==> src/rtl/issue_queue_pkg.sv <==
`default_nettype none
// ============================================================================
// Module   : issue_queue_pkg
// Brief    : shared core constants, opcode codes and issue-queue state encoding
// Revision : 1.0
// ============================================================================
package issue_queue_pkg;

  typedef enum logic [0:0] {
    ST_RUN     = 1'b0,
    ST_WAIT_BR = 1'b1
  } iq_state_e;

  localparam int          c_num_regs    = 32;
  localparam logic [11:0] c_code_load   = 12'h003;
  localparam logic [11:0] c_code_opimm  = 12'h013;
  localparam logic [11:0] c_code_op     = 12'h033;
  localparam logic [11:0] c_code_branch = 12'h063;

endpackage
`default_nettype wire

==> src/rtl/iq_scoreboard.sv <==
`default_nettype none
// ============================================================================
// Module   : iq_scoreboard
// Brief    : 32-entry pending-load busy vector with set/clear and rs lookup
// Revision : 1.0
// ============================================================================
module iq_scoreboard
  import issue_queue_pkg::*;
(
  input  logic                  clk,
  input  logic                  reset,
  input  logic                  set_en,
  input  logic [4:0]            set_idx,
  input  logic                  clr_en,
  input  logic [4:0]            clr_idx,
  input  logic [4:0]            rs1,
  input  logic [4:0]            rs2,
  output logic                  busy1,
  output logic                  busy2,
  output logic [c_num_regs-1:0] busy
);

  logic [c_num_regs-1:0] r_busy;
  logic [c_num_regs-1:0] w_busy_next;

  // Set is applied after clear so a same-cycle set of the same index wins.
  always_comb begin
    w_busy_next = r_busy;
    if (clr_en) w_busy_next[clr_idx] = 1'b0;
    if (set_en) w_busy_next[set_idx] = 1'b1;
    w_busy_next[0] = 1'b0;
  end

  always_ff @(posedge clk or negedge reset) begin
    if (!reset) r_busy <= '0;
    else        r_busy <= w_busy_next;
  end

  assign busy  = r_busy;
  assign busy1 = (rs1 != 5'd0) && r_busy[rs1];
  assign busy2 = (rs2 != 5'd0) && r_busy[rs2];

endmodule
`default_nettype wire

==> src/rtl/issue_queue.sv <==
`default_nettype none
// ============================================================================
// Module   : issue_queue
// Brief    : in-order issue queue with load-use hazard stall and branch hold
// Revision : 1.0
// ============================================================================
module issue_queue
  import issue_queue_pkg::*;
#(
  parameter int XLEN  = 32,
  parameter int DEPTH = 4
) (
  input  logic            clk,
  input  logic            reset,
  input  logic            in_valid,
  output logic            in_ready,
  input  logic [4:0]      in_rd,
  input  logic [4:0]      in_rs1,
  input  logic [4:0]      in_rs2,
  input  logic [XLEN-1:0] in_imm,
  input  logic [11:0]     in_code,
  input  logic            in_isLoad,
  input  logic            in_isBranch,
  input  logic [31:0]     in_pc,
  output logic            out_valid,
  input  logic            out_ready,
  output logic [4:0]      out_rd,
  output logic [4:0]      out_rs1,
  output logic [4:0]      out_rs2,
  output logic [XLEN-1:0] out_imm,
  output logic [11:0]     out_code,
  output logic            out_isLoad,
  output logic            out_isBranch,
  output logic [31:0]     out_pc,
  input  logic            ld_done,
  input  logic [4:0]      ld_rd,
  input  logic            br_resolve,
  input  logic            br_taken,
  output logic [31:0]     busy
);

  localparam int             c_aw      = $clog2(DEPTH);
  localparam logic [c_aw:0]  c_ptr_one = 1;

  logic [4:0]      r_rd_mem   [DEPTH];
  logic [4:0]      r_rs1_mem  [DEPTH];
  logic [4:0]      r_rs2_mem  [DEPTH];
  logic [XLEN-1:0] r_imm_mem  [DEPTH];
  logic [11:0]     r_code_mem [DEPTH];
  logic            r_ld_mem   [DEPTH];
  logic            r_br_mem   [DEPTH];
  logic [31:0]     r_pc_mem   [DEPTH];

  logic [c_aw:0]   r_wptr;
  logic [c_aw:0]   r_rptr;
  iq_state_e       r_state;

  logic            w_full;
  logic            w_empty;
  logic            w_push;
  logic            w_pop;
  logic            w_flush;
  logic            w_haz1;
  logic            w_haz2;
  logic [c_aw-1:0] w_head;

  assign w_full   = (r_wptr[c_aw-1:0] == r_rptr[c_aw-1:0]) && (r_wptr[c_aw] != r_rptr[c_aw]);
  assign w_empty  = (r_wptr == r_rptr);
  assign w_head   = r_rptr[c_aw-1:0];
  assign in_ready = !w_full;
  assign w_push   = in_valid && in_ready;
  assign w_pop    = out_valid && out_ready;
  assign w_flush  = (r_state == ST_WAIT_BR) && br_resolve && br_taken;

  // Head fields read as zero while empty, so an empty queue never looks hazardous.
  assign out_rd       = w_empty ? '0   : r_rd_mem[w_head];
  assign out_rs1      = w_empty ? '0   : r_rs1_mem[w_head];
  assign out_rs2      = w_empty ? '0   : r_rs2_mem[w_head];
  assign out_imm      = w_empty ? '0   : r_imm_mem[w_head];
  assign out_code     = w_empty ? '0   : r_code_mem[w_head];
  assign out_isLoad   = w_empty ? 1'b0 : r_ld_mem[w_head];
  assign out_isBranch = w_empty ? 1'b0 : r_br_mem[w_head];
  assign out_pc       = w_empty ? '0   : r_pc_mem[w_head];

  assign out_valid = !w_empty && !w_haz1 && !w_haz2 && (r_state == ST_RUN);

  iq_scoreboard u_scoreboard (
    .clk     (clk),
    .reset   (reset),
    .set_en  (w_pop && out_isLoad),
    .set_idx (out_rd),
    .clr_en  (ld_done),
    .clr_idx (ld_rd),
    .rs1     (out_rs1),
    .rs2     (out_rs2),
    .busy1   (w_haz1),
    .busy2   (w_haz2),
    .busy    (busy)
  );

  always_ff @(posedge clk) begin
    if (w_push && !w_flush) begin
      r_rd_mem[r_wptr[c_aw-1:0]]   <= in_rd;
      r_rs1_mem[r_wptr[c_aw-1:0]]  <= in_rs1;
      r_rs2_mem[r_wptr[c_aw-1:0]]  <= in_rs2;
      r_imm_mem[r_wptr[c_aw-1:0]]  <= in_imm;
      r_code_mem[r_wptr[c_aw-1:0]] <= in_code;
      r_ld_mem[r_wptr[c_aw-1:0]]   <= in_isLoad;
      r_br_mem[r_wptr[c_aw-1:0]]   <= in_isBranch;
      r_pc_mem[r_wptr[c_aw-1:0]]   <= in_pc;
    end
  end

  always_ff @(posedge clk or negedge reset) begin
    if (!reset) begin
      r_wptr  <= '0;
      r_rptr  <= '0;
      r_state <= ST_RUN;
    end else begin
      // A taken branch discards everything queued behind it, including this cycle's push.
      if (w_flush) begin
        r_rptr <= r_wptr;
      end else begin
        if (w_push) r_wptr <= r_wptr + c_ptr_one;
        if (w_pop)  r_rptr <= r_rptr + c_ptr_one;
      end
      case (r_state)
        ST_RUN:     if (w_pop && out_isBranch) r_state <= ST_WAIT_BR;
        ST_WAIT_BR: if (br_resolve)            r_state <= ST_RUN;
        default:                               r_state <= ST_RUN;
      endcase
    end
  end

endmodule
`default_nettype wire

==> config.mk <==
export PLATFORM = sky130hd
export DESIGN_NAME = issue_queue
export DESIGN_NICKNAME = d
export VERILOG_FILES = /design/src/rtl/issue_queue_pkg.sv /design/src/rtl/iq_scoreboard.sv /design/src/rtl/issue_queue.sv
export SDC_FILE = /design/constraint.sdc
export NUM_CORES = 1
export LEC_CHECK = 0
export ABC_CLOCK_PERIOD_IN_PS = 5900
export CORE_ASPECT_RATIO = 1.75
export CORE_UTILIZATION = 50
export CTS_CLUSTER_SIZE = 20
export DETAILED_ROUTE_END_ITERATION = 7
export GPL_TIMING_DRIVEN = 1
export PLACE_DENSITY = 0.81
export SYNTH_ARGS = -nofsm -noshare
export SYNTH_HDL_FRONTEND = slang
export SYNTH_SLANG_ARGS = --single-unit
==> constraint.sdc <==
create_clock -name clk -period 5.9 [get_ports clk]
set_input_delay 1.77 -clock clk [delete_from_list [all_inputs] [get_ports clk]]
set_output_delay 1.77 -clock clk [all_outputs]
set_load 0.05 [all_outputs]
==> flow_summary_export.csv, run 1 <==
group,metric,value,unit
run_status,status,"finished, final reports clean",
placed_design,dpl-instance-area,19300,um^2
setup_path,cp.required,4.13,ns
sta,setup_viol,0,
cts,ctsHoldBuffers,0,
floorplan,die-area,33800,um^2
sta,period_share,92.4,%
drt,drcViolationCount,0,
global_routing,gr-total-overflow,0,
global_routing,grt_pass1_vias,9414,
drt,postRouteAntennaNets,0,
setup_path,critPathLaunch,"r_rptr[0]",
setup_path,cp_cell_sequence,"xor2_1 -> or3_2 -> buf_4 -> nand2_1 -> inv_1 -> clkdlybuf4s50_1",
sta,maxSlewViolCount,0,
floorplan,coreArea,32400,um^2
yosys,yosysSeqAreaShare,73.3,%
yosys,synthCells,861,
sta,skew,0.0125,ns
cells_and_area,fillers,2243,
yosys,syn_avg_cell_area,19.2,um^2
setup_path,rr_worst_depth,8,
placed_design,io_buffers,230,
drt,dr.first_iter.drc_count,533,
yosys,synth_area,16500,um^2
min_path,min_path_type,"flip-flop to flip-flop",
yosys,ys_warn_count,0,
yosys,ys.flop_type,"edfxtp_1",
setup_path,critPathArrivalTime,3.68,ns
setup_path,slowest_delay,0.82,ns
cells_and_area,final_cell_mix,"edfxtp_1, clkdlybuf4s50_1, mux4_2",
cells_and_area,area_growth_syn_to_layout,24.4,%
yosys,synth_nets,971,
global_routing,antenna_found_initial,8,
floorplan,die_h,243,um
sta,hold_viol,0,
cts,postCtsSetupBuffers,0,
cts,cts_tree,"done",
cts,cts-htree-levels,2,
cts,clockBufferDepth,3,
yosys,ys_ff_latch,410,
cts,clock_sinks,410,
cts,clk_pin_slew,0.07,ns
setup_path,worst_path_max_delay_cell,"clkdlybuf4s50_1",
drt,wl,36.4,mm
drt,vias_per_cell,5.89,
cts,clk_latency,0.52,ns
cells_and_area,fin_area,20600,um^2
cells_and_area,multiInputGateArea,4170,um^2
floorplan,pin_count,232,
yosys,ys_async_sr_fraction,9.27,%
drt,vias,9041,
setup_path,timing.rr.end,"u_scoreboard.busy[31]",
cells_and_area,drive_above_1_share,17.0,%
floorplan,initial_core_util,51.0,%
drt,routedWlPerCell,23.7,um
global_routing,grt_usage,21.7,%
yosys,synth-edff-count,372,
placed_design,dp_slack,0.911,ns
setup_path,crit_path_end_kind,"output port",
setup_path,r2r-start,"r_rptr[0]",
cells_and_area,register_area,12100,um^2
cts,cts_buffers,38,
setup_path,rrSetupSlack,1.79,ns
setup_path,cp_max_fo,32,
sta,max_freq,0.183,GHz
cts,cts_resized,0,
sta,rsz0062_at_grt,"no",
drt,dr.pass1.iters,5,
sta,fin_crit,5.45,ns
setup_path,cp-endpoint,"out_rd[4]",
sta,tightest_slew,0.854,ns
cts,cts_root_buf,"clkbuf_16",
sta,relSlewSlack,43.0,%
placed_design,dp_hpwl,23.0,mm
setup_path,crit_path_start_kind,"flip-flop",
setup_path,path_class,"flip-flop to output port",
global_routing,grt_max_degree,49,
placed_design,place_congestion,0.943,
cells_and_area,finalNetCount,1213,
job,maxCapViolCount,0,
yosys,yosysUniqueCellTypes,52,
floorplan,rows,87,
cells_and_area,layout_commonest_cell,"edfxtp_1",
sta,setup_ws,0.450,ns
global_routing,grt_pass1_wl,54.9,mm
sta,final.setup.tns,0,ns
floorplan,die-width,139,um
==> worst min path at each step <==
stage,slack (ns),from,cells after the start,end
floorplan,0.48,r_wptr[2],1,r_wptr[2]
global placement,0.50,r_wptr[2],1,r_wptr[2]
detailed placement,0.50,r_wptr[2],1,r_wptr[2]
CTS,0.52,r_wptr[2],1,r_wptr[2]
global route,0.55,r_wptr[2],1,r_wptr[2]
finish,0.52,r_wptr[2],1,r_wptr[2]
==> metrics by stage <==
step	hold WS, ns	util, %	std cells
2_1_floorplan	0.481	-	861
5_1_grt	0.552	63.4	1534
6_report	0.518	63.4	1536
4_1_cts	0.516	63.4	1530
3_5_place_dp	0.505	59.5	1463
3_3_place_gp	0.503	59.5	1463
==> worst max-delay path: cells and delay by family, from the launching register on <==
family	cells	cell delay [ns]
simple gates	2	0.76
buf+inv	3	1.35
flops	1	0.70
xor+xnor	1	0.33
==> area by class of cell <==
type,count,area share [%]
Clock buffer,48,5.05
Sequential cell,410,58.9
Clock inverter,19,1.05
Timing Repair Buffer,247,12.0
Tap cell,400,2.43
Multi-Input combinational cell,397,20.2
Inverter,9,0.164
Antenna cell,6,0.0730
==> cells in the mapped netlist (3+ instances only) <==
master | number | share of area [%]
edfxtp_1 | 372 | 68
mux4_2 | 94 | 13
and2_1 | 92 | 3.5
dfrtp_1 | 38 | 5.7
o21ai_0 | 36 | 1.1
o31ai_1 | 31 | 1.4
mux2i_1 | 24 | 1.5
nand2_1 | 21 | 0.48
clkbuf_1 | 17 | 0.39
buf_1 | 12 | 0.27
nor2_1 | 12 | 0.27
nand3_1 | 9 | 0.27
buf_2 | 8 | 0.24
inv_1 | 8 | 0.18
nand2b_1 | 7 | 0.26
nand3b_1 | 7 | 0.32
or3_1 | 6 | 0.23
a21oi_1 | 5 | 0.15
buf_6 | 5 | 0.34
ha_1 | 5 | 0.38
xor2_1 | 5 | 0.26
mux2_2 | 4 | 0.27
buf_4 | 3 | 0.14
nor3_1 | 3 | 0.091
o2111ai_1 | 3 | 0.16
o211ai_1 | 3 | 0.14
==> sequential cells by signal, indices dropped and copies added, names as in the netlist <==
name               count
r_imm_mem            128
r_pc_mem             128
r_code_mem            48
u_scoreboard.busy     31
r_rd_mem              20
r_rs1_mem             20
r_rs2_mem             20
r_br_mem               4
r_ld_mem               4
r_rptr                 3
r_wptr                 3
r_state                1
==> metal layers <==
metal	routed length, um	GRT usage [%]	vias to the layer above	part of all wire [%]
met1	13200	25.3	4629	36
met5	41	0	-	0.11
met2	19800	39.2	367	54
met3	2160	3.87	81	5.9
li1	-	-	3958	-
met4	1190	9.25	6	3.3
==> kinds of logic (layout without fill, tap and decap cells) <==
logic type	Yosys count	count (layout)	share of synthesized area, %
XOR/XNOR	7	7	0.371
flip-flops	410	410	73.3
AO/OA/AOI/OAI	92	92	3.72
multiplexers	123	123	14.6
other	1	7	0.0227
AND/OR/NAND/NOR	169	169	6.01
adder cells (fa/ha/maj)	5	5	0.378
buffers and inverters	54	323	1.58
Power of run 1 is left out: the tool's default activity adds up to more than one toggle a clock period on the data nets, which glitch-free logic cannot reach.
==> run 2, diff against run 1 <==
Settings changed: ABC_CLOCK_PERIOD_IN_PS 5900 to 5300, REMOVE_ABC_BUFFERS from default to 1.
Clock period 5.9 ns to 5.3 ns, I/O delays scaled along.
==> run 2 against run 1 <==
  * Final cell count is 0.20% lower
  * Wire length is 0.21% lower
  * Sequential cell count stayed put
  * Clock skew is 0.0068 ns higher
  * Critical path depth is 3 higher
  * Register-to-register slack worse by 0.42 ns
  * First-iteration DRC count is 12% higher
  * Core utilization is 0.16 points lower
==> flow_summary_export.csv, run 2 (synthesized netlist as in run 1, its figures left out) <==
group,metric,value,unit
global_routing,grt_usage,21.9,%
global_routing,grt_pass1_wl,54.7,mm
floorplan,coreArea,32400,um^2
drt,postRouteAntennaNets,0,
cts,cts_root_buf,"clkbuf_16",
floorplan,die_h,243,um
sta,hold_slack,0.518,ns
cts,clk_latency,0.53,ns
floorplan,die-width,139,um
setup_path,critPathArrivalTime,3.46,ns
cts,cts-htree-levels,2,
min_path,min_path_type,"flip-flop to flip-flop",
setup_path,rr_worst_depth,8,
sta,tightest_slew,0.860,ns
drt,dr.pass1.iters,5,
global_routing,antenna_found_initial,6,
cts,cts_buffers,36,
cts,clk_pin_slew,0.06,ns
setup_path,timing.rr.end,"u_scoreboard.busy[7]",
drt,drcViolationCount,0,
run_status,status,"finished, final reports clean",
drt,wl,36.3,mm
drt,routedWlPerCell,23.7,um
sta,maxSlewViolCount,0,
cts,clock_sinks,410,
placed_design,dp_hpwl,23.6,mm
global_routing,gr-total-overflow,0,
placed_design,io_buffers,230,
min_path,min_to,"r_wptr[2]",
floorplan,die-area,33800,um^2
sta,relSlewSlack,42.6,%
placed_design,place_congestion,0.896,
sta,setup_viol,0,
setup_path,critPathTopFamily,"multiplexers",
drt,vias,8984,
setup_path,cp.buffers_inverters,2,
cells_and_area,area_growth_syn_to_layout,24.1,%
cts,cts_tree,"done",
drt,dr.first_iter.drc_count,597,
setup_path,worst_path_max_delay_cell,"mux4_2",
sta,fin_crit,5.05,ns
global_routing,grt_pass1_vias,9212,
sta,max_freq,0.198,GHz
cells_and_area,drive_above_1_share,16.1,%
sta,rsz0062_at_grt,"no",
setup_path,cp_max_fo,14,
job,maxCapViolCount,0,
min_path,min-delay-start,"r_wptr[2]",
min_path,hold_depth,1,
cts,clockBufferDepth,3,
global_routing,grt_max_degree,57,
floorplan,initial_core_util,51.0,%
floorplan,rows,87,
floorplan,pin_count,232,
drt,vias_per_cell,5.86,
setup_path,path_depth,9,
setup_path,rrSetupSlack,1.37,ns
sta,hold_viol,0,
sta,period_share,95.2,%
cells_and_area,finalNetCount,1211,
cts,ctsHoldBuffers,0,
setup_path,crit_path_end_kind,"output port",
setup_path,cp_cell_sequence,"mux4_2 -> mux2i_1 -> nor3b_1 -> a2111oi_2 -> a311oi_1 -> a311oi_2 -> nand2_1 -> inv_1 -> buf_12",
cells_and_area,layout_commonest_cell,"edfxtp_1",
setup_path,crit_path_start_kind,"flip-flop",
setup_path,r2r-start,"r_rptr[0]",
setup_path,cp.required,3.71,ns
setup_path,slowest_delay,0.74,ns
cells_and_area,final_cell_mix,"edfxtp_1, clkdlybuf4s50_1, mux4_2",
sta,skew,0.0192,ns
setup_path,path_class,"flip-flop to output port",
==> run 2: cell count changes in the layout (fill, tap and decap cells not counted), moves of 2 or more <==
cell / before / now
buf_12: 4 / 6
buf_4: 14 / 10
clkbuf_1: 6 / 8
clkbuf_8: 3 / 0
clkinv_1: 3 / 10
clkinvlp_4: 4 / 1
diode_2: 6 / 4
inv_6: 2 / 0
==> run 2: final cells by class <==
class,instances,area (um^2)
Tap cell,400,500
Sequential cell,410,12100
Multi-Input combinational cell,397,4170
Fill cell,2233,11900
Antenna cell,4,10.0
Timing Repair Buffer,247,2530
Clock inverter,20,180
Clock buffer,46,981
Inverter,9,33.8
==> run 2: how the worst max path moves through the flow <==
stage,from,to
floorplan,r_rptr[0],out_valid
global placement,r_rptr[0],out_rd[2]
detailed placement,r_rptr[0],out_valid
CTS,r_rptr[0],out_rd[2]
global route,r_rptr[0],out_valid
finish,r_rptr[0],out_valid
==> run 2: layer usage <==
| layer | global-route usage, % | vias to the layer above | share of wire (%) |
|---|---|---|---|
| met5 | 0 | - | 0.099 |
| met4 | 12.5 | 6 | 4.9 |
| met3 | 3.24 | 103 | 5.0 |
| met2 | 38.4 | 351 | 54 |
| met1 | 25.8 | 4584 | 36 |
| li1 | - | 3940 | - |
==> run 2: timing repair <==
item | in CTS | in global routing
endpoints found under the setup margin | 0 | 6
buffers inserted | 0 | 1
resized for setup | 0 | 1
==> run 2: worst register-to-register path, cell delays in order, from the launching register on <==
cell and delay, ns:
dfrtp_4 0.60, mux4_2 0.74, mux2i_1 0.21, nor3b_1 0.07, a2111oi_2 0.41, a311oi_1 0.11, a311oi_2 0.41, nand4_2 0.74
o31ai_1 0.54
==> run 2: stage by stage <==
stage          setup TNS (ns)  setup WS [ns]  util [%]  cells  instance area, um^2
3_3_place_gp                0          0.598      59.6   1462                19300
6_report                    0          0.254      63.3   1533                20500
5_1_grt                     0         0.0418      63.3   1532                20500
4_1_cts                     0         0.0112      63.2   1528                20500
3_5_place_dp                0          0.581      59.6   1462                19300
2_1_floorplan        -1037.96          -3.06         -    816                16300
Power of run 2 is left out for the same reason.
